**config.mk**
```make
export PLATFORM = sky130hd
export DESIGN_NAME = alu_cmd_sequencer
export DESIGN_NICKNAME = d
export VERILOG_FILES = /design/src/rtl/alu_uart_pkg.sv /design/src/rtl/alu_cmd_sequencer.sv
export SDC_FILE = /design/constraint.sdc
export NUM_CORES = 1
export LEC_CHECK = 0
export ABC_AREA = 1
export BUFFER_PORTS_ARGS = -buffer_cell sky130_fd_sc_hd__buf_2
export CAP_MARGIN = 20
export CORE_UTILIZATION = 50
export DETAILED_ROUTE_END_ITERATION = 10
export PLACE_DENSITY_LB_ADDON = 0.15
export SYNTH_ARGS = -nofsm -noshare
export SYNTH_HDL_FRONTEND = slang
export SYNTH_SLANG_ARGS = --single-unit
```
**constraint.sdc**
```tcl
create_clock -name clk -period 2 [get_ports clk]
set_input_delay 0.2 -clock clk [delete_from_list [all_inputs] [get_ports clk]]
set_output_delay 0.2 -clock clk [all_outputs]
set_load 0.02 [all_outputs]
```
**src/rtl/alu_uart_pkg.sv**
```systemverilog
// Shared types and constants for the UART-fed ALU command path:
// sequencer states, the legal ALU opcodes and the error reply byte.
package alu_uart_pkg;

    localparam int OPCODE_W = 6;

    typedef enum logic [2:0] {
        IDLE,
        GET_B,
        GET_OP,
        EXEC,
        SEND,
        WAIT_TX
    } state_t;

    localparam logic [OPCODE_W-1:0] OP_ADD = 6'b100000;
    localparam logic [OPCODE_W-1:0] OP_SUB = 6'b100010;
    localparam logic [OPCODE_W-1:0] OP_AND = 6'b100100;
    localparam logic [OPCODE_W-1:0] OP_OR  = 6'b100101;
    localparam logic [OPCODE_W-1:0] OP_XOR = 6'b100110;
    localparam logic [OPCODE_W-1:0] OP_NOR = 6'b100111;
    localparam logic [OPCODE_W-1:0] OP_SRA = 6'b000011;
    localparam logic [OPCODE_W-1:0] OP_SRL = 6'b000010;

    localparam logic [7:0] ERR_CODE_DEFAULT = 8'hEE;

    function automatic logic is_valid_op(input logic [OPCODE_W-1:0] op);
        case (op)
            OP_ADD, OP_SUB, OP_AND, OP_OR,
            OP_XOR, OP_NOR, OP_SRA, OP_SRL: is_valid_op = 1'b1;
            default:                        is_valid_op = 1'b0;
        endcase
    endfunction

endpackage

```
**src/rtl/alu_cmd_sequencer.sv**
```systemverilog
// Collects A, B and opcode bytes from the UART receiver, runs the ALU and sends one reply byte.
// Optional inter-byte timeout is enabled by defining ALU_CMD_TIMEOUT_EN.
module alu_cmd_sequencer
    import alu_uart_pkg::*;
#(
    parameter int              DBIT        = 8,
    parameter int              OPW         = 6,
    parameter int              TIMEOUT_CYC = 1_000_000,
    parameter logic [DBIT-1:0] ERR_CODE    = DBIT'(ERR_CODE_DEFAULT)
) (
    input  logic            clk,
    input  logic            reset,
    input  logic            rx_done_tick,
    input  logic [DBIT-1:0] rx_data,
    input  logic            tx_done_tick,
    input  logic [DBIT-1:0] alu_result,
    output logic [DBIT-1:0] alu_a,
    output logic [DBIT-1:0] alu_b,
    output logic [OPW-1:0]  alu_op,
    output logic            tx_start,
    output logic [DBIT-1:0] tx_data,
    output logic            busy,
    output logic            err_tick
);

    state_t state, state_next;
    logic   valid_q;
    logic   op_ok;
    logic   timeout_hit;
    logic   collecting;

    assign op_ok = (rx_data[DBIT-1:OPW] == '0) &&
                   is_valid_op(OPCODE_W'(rx_data[OPW-1:0]));
    assign collecting = (state == GET_B) || (state == GET_OP);

`ifdef ALU_CMD_TIMEOUT_EN
    localparam int CW = $clog2(TIMEOUT_CYC);
    logic [CW-1:0] wait_cnt;

    // Counter only runs while a partial command is pending; any byte restarts it.
    always_ff @(posedge clk or posedge reset) begin
        if (reset) begin
            wait_cnt <= '0;
        end else if (rx_done_tick || !collecting) begin
            wait_cnt <= '0;
        end else begin
            wait_cnt <= wait_cnt + CW'(1);
        end
    end

    assign timeout_hit = collecting && !rx_done_tick &&
                         (wait_cnt == CW'(TIMEOUT_CYC - 1));
`else
    assign timeout_hit = 1'b0;
`endif

    always_comb begin
        state_next = state;
        tx_start   = 1'b0;
        err_tick   = 1'b0;
        busy       = (state != IDLE);
        case (state)
            IDLE:    if (rx_done_tick) state_next = GET_B;
            GET_B: begin
                if (rx_done_tick)     state_next = GET_OP;
                else if (timeout_hit) state_next = IDLE;
            end
            GET_OP: begin
                if (rx_done_tick)     state_next = EXEC;
                else if (timeout_hit) state_next = IDLE;
            end
            EXEC: begin
                err_tick   = !valid_q;
                state_next = SEND;
            end
            SEND: begin
                tx_start   = 1'b1;
                state_next = WAIT_TX;
            end
            WAIT_TX: if (tx_done_tick) state_next = IDLE;
            default: state_next = IDLE;
        endcase
        // Bytes arriving while a reply is in flight are overruns and get dropped.
        if (rx_done_tick && (state == EXEC || state == SEND || state == WAIT_TX))
            err_tick = 1'b1;
        if (timeout_hit)
            err_tick = 1'b1;
    end

    always_ff @(posedge clk or posedge reset) begin
        if (reset) begin
            state   <= IDLE;
            alu_a   <= '0;
            alu_b   <= '0;
            alu_op  <= '0;
            valid_q <= 1'b0;
            tx_data <= '0;
        end else begin
            state <= state_next;
            if (rx_done_tick && state == IDLE)
                alu_a <= rx_data;
            if (rx_done_tick && state == GET_B)
                alu_b <= rx_data;
            if (rx_done_tick && state == GET_OP) begin
                valid_q <= op_ok;
                if (op_ok)
                    alu_op <= rx_data[OPW-1:0];
            end
            // The ALU has had a full cycle to settle on the new operands by now.
            if (state == EXEC)
                tx_data <= valid_q ? alu_result : ERR_CODE;
        end
    end

endmodule

```
After elaboration in Yosys (flattened, before gate mapping)
Cells that the tools add are included.

Bits in registers: 34. Word-level logic and storage cells: 47. Bits of input ports: 20. Output and inout port bits: 33.

Equality and inequality tests: 17. Mux-type cells: 10. Reduce and logical (&&, ||, !) cells: 14.

Operators by type and width (number): 6-bit equality test, second input constant (6); 3-bit case mux with 6 select lines (1); 6-bit by 2-bit equality test with 1-bit output, second input constant (2); 3-bit two-way mux (4); 8-bit two-way mux (1); 2-bit inequality test, second input constant (4); 8-bit OR reduction (1); 3-bit by 2-bit equality test with 1-bit output, second input constant (2); 3-bit equality test, second input constant (2); 1-bit logical AND (5); 1-bit two-way mux (4); 4-bit AND reduction (1); 3-bit by 1-bit equality test with 1-bit output, second input constant (1); 3-bit logical NOT (1); 3-bit nonzero test (1); 2-bit logical NOT (1); 1-bit logical OR (2); 2-bit AND reduction (1); 1-bit logical NOT (1).

Logic depth before layout (Yosys ltp)
Depth in word-level cells: 5. Mapped depth: 8. Mapped depth without buffers: 8.

Least setup slack after synthesis
Ideal clock, no wire load.

Path kind: register to output. From: register state[0]. To: output port err_tick. Arrival: 1.068 ns. Path slack: 0.732 ns. Stages on the path, launching flop included: 7. Required time: 1.800 ns. Buffers on the path: 2. Cell sequence: dfrtp_1 buf_4 nand2_1 inv_2 nand2_4 buf_6 o21ai_2.

Longest elaborated chain between the ends: 5. Elaborated cells on any way between the ends: 8. Those cells by class: eq/ne: 3; mux: 2; reduce/logical: 3.

RTL lines: start: declaration (line alu_cmd_sequencer.sv:26) `state_t state, state_next;`; start signal: assignment (line alu_cmd_sequencer.sv:99) `state <= state_next;`; 3-bit by 2-bit equality test with 1-bit output or 3-bit equality test (tied branches) (line alu_cmd_sequencer.sv:62, alu_cmd_sequencer.sv:84); 1-bit logical OR (2 in a row) (line alu_cmd_sequencer.sv:84) `if (rx_done_tick && (state == EXEC || state == SEND || state == WAIT_TX))`; 1-bit logical AND (line alu_cmd_sequencer.sv:84); 1-bit two-way mux (*) (line alu_cmd_sequencer.sv:84); end: declaration (line alu_cmd_sequencer.sv:23) `output logic err_tick`.

Mark *: on every way between the ends. The rest lies on a longest branch, timed or not.

Worst setup path after layout
From: register state[2]. To: output port err_tick.

Same word-level chain as after synthesis.

==> flow_summary.json <==
{
  "outcome": "finished clean",
  "syn_area_mm2": 0.00158,
  "dr_total_vias": 1247,
  "mostFrequentLayoutCells": "52 x buf_2, 49 x nand2_1, 33 x dfrtp_1, 17 x o21ai_2, 14 x inv_1",
  "yosysSeqAreaShare_pct": 53.7,
  "route.detailed.drc": 0,
  "io_buffers": 52,
  "critPathMaxFanout": 19,
  "h-tree-depth": 2,
  "drt_pre_antenna_iters": 4,
  "clk_pin_slew_worst_paths_ns": 0.09,
  "finalCritPeriodShare_pct": 89.0,
  "numCtsBuffers": 5,
  "grt_pass1_vias": 1189,
  "min_period_ns": 1.78,
  "reg2reg_depth": 4,
  "yosysWarnings": 0,
  "vias_per_cell": 4.64,
  "yosysTopAreaCell": "dfrtp_1",
  "num_rows": 20,
  "grt_first_pass_wirelength_um": 5310,
  "dieArea_mm2": 0.00340,
  "max_freq_ghz": 0.562,
  "mostFrequentLayoutCell": "buf_2",
  "clockBufferDepth": 2,
  "wl_um": 3160,
  "dp_hpwl_um": 2330,
  "core_mm2": 0.00303,
  "relSlewSlack_pct": 72.3,
  "finClkSkew_ns": 0.00540,
  "clock_sinks": 34,
  "ir_drop_mv": 0.843,
  "fp.dieH_um": 58.3,
  "ys_ff_latch": 34,
  "cts_tree": "built",
  "synthCells": 169,
  "rsz0062_at_grt": "false",
  "initial_core_util_pct": 52.3,
  "area_growth_pct": 21.0,
  "layout-drive-gt1-share_pct": 40.9,
  "cellPowerDensity_mw_per_mm2": 1510,
  "holdCritPathClass": "input pin to register",
  "cts_setup_buffers": 0,
  "cts_root_buf": "clkbuf_4",
  "place_congestion": 0.807,
  "diodes": 0,
  "fin_nets": 245,
  "grt_max_degree": 35,
  "ys_types": 22,
  "hold_depth": 3,
  "n_fill_cell": 272,
  "synth.top_cell.area_share_pct": 53.7,
  "syn_avg_cell_area_um2": 9.37,
  "fp.dieW_um": 58.3,
  "syn-num-nets": 189,
  "worstPathRequired_ns": 1.80,
  "r2r_end": "alu_a[1]",
  "yosys-top-cells-area": "dfrtp_1 54%, nand2_1 12%, o21ai_2 9.4%",
  "slew_violations": 0,
  "fin_tns_setup_ns": 0,
  "hold_viol_final": 0,
  "worst-setup-path-type": "register to output pin",
  "worstSetupEndpointType": "output pin",
  "final_core_util_pct": 63.3,
  "antenna_found_initial": 0,
  "clk_latency_ns": 0.33,
  "crit_path_start_kind": "register",
  "setup-violations-final": 0,
  "wl_per_cell_um": 11.7,
  "overflow": 0,
  "grtUsageTotal_pct": 21.3,
  "drtIter0Drc": 86,
  "ioPinCount": 53,
  "tightest_slew_ns": 0.416,
  "worstReg2RegStart": "state[0]",
  "rrSetupSlack_ns": 0.75,
  "cap_violations": 0,
  "antenna_left": 0,
  "crit_start": "state[2]",
  "p_leak_uw": 0.00110,
  "crit_arrival_ns": 1.58,
  "crit_path_end": "err_tick"
}
stage by stage:
step           area, µm²  total power (µW)  worst slack, ns  hold slack [ns]  std cells
2_1_floorplan       1580              2210            0.732            0.342        169
3_5_place_dp        1860              2580            0.466            0.317        261
5_1_grt             1920              3130           0.0779            0.116        269
4_1_cts             1920              2930            0.110            0.125        269
3_3_place_gp        1860              2520            0.543            0.304        261
6_report            1920              2900            0.220            0.123        269
worst max-delay path, stage by stage (launching register included):
cell,delay (ns)
dfrtp_1,0.53
inv_4,0.11
nand2_4,0.23
nand3_1,0.10
nand2_1,0.08
o21ai_2,0.05
buf_2,0.15
cell usage after synthesis:
library cell,n
nand2_1,49
nor3_1,1
o21ai_1,8
nand4_1,1
nand3_1,11
nand3_4,1
buf_2,1
nand4_4,1
buf_4,1
o21ai_2,17
nor2_8,1
dfrtp_1,34
buf_6,3
inv_1,14
nand2_4,3
nor2_2,1
inv_2,6
a21oi_1,1
nor2_4,1
nand2_2,1
nor2_1,12
inv_4,1
per-layer routing:
layer | vias to the layer above | global-route usage (%) | share of wire (%)
met1 | 574 | 26.5 | 43
li1 | 641 | - | -
met4 | 0 | 7.82 | 1.4
met2 | 27 | 34.8 | 52
met5 | - | 0 | 0
met3 | 5 | 6.70 | 3.9
flip-flops by register name, summed over array words and instances, names as in the netlist:
signal,flops
state,3
alu_op,6
alu_b,8
valid_q,1
tx_data,8
alu_a,8
power by group:
| group | internal (µW) | leakage [µW] | switching, µW | total, µW |
|---|---|---|---|---|
| clock | 132 | 0.0000254 | 208 | 341 |
| sequential | 969 | 0.000421 | 200 | 1170 |
| combinational | 477 | 0.000655 | 914 | 1390 |
worst min-delay path by stage:
stage | endpoint | start
6_report | tx_data[3] | alu_result[3]
5_1_grt | tx_data[3] | alu_result[3]
4_1_cts | tx_data[0] | alu_result[0]
3_5_place_dp | alu_op[5] | reset
3_3_place_gp | alu_op[4] | reset
2_1_floorplan | alu_a[0] | reset
repair_timing:
| action | 4_1_cts | 5_1_grt |
|---|---|---|
| setup endpoints to repair | 0 | 1 |
| hold endpoints to repair | 34 | 0 |
| resized for setup | 0 | 1 |
| hold buffers | 1 | 0 |
final cells by class:
class | instances | area [µm²] | area share [%]
flip-flops and latches | 34 | 852 | 44.5
multi-input cells | 109 | 606 | 31.6
repair buffers | 54 | 278 | 14.5
inverters | 21 | 81.3 | 4.24
clock buffers | 7 | 45.0 | 2.35
well taps | 44 | 55.1 | 2.87
cell families after synthesis:
| group | count (synthesis) | synth area share, % |
|---|---|---|
| AND/OR/NAND/NOR | 83 | 26.0 |
| flip-flops | 34 | 53.7 |
| AO/OA/AOI/OAI | 26 | 12.2 |
| buffers and inverters | 26 | 8.06 |
No activity file was read; power rests on OpenSTA's default activity.
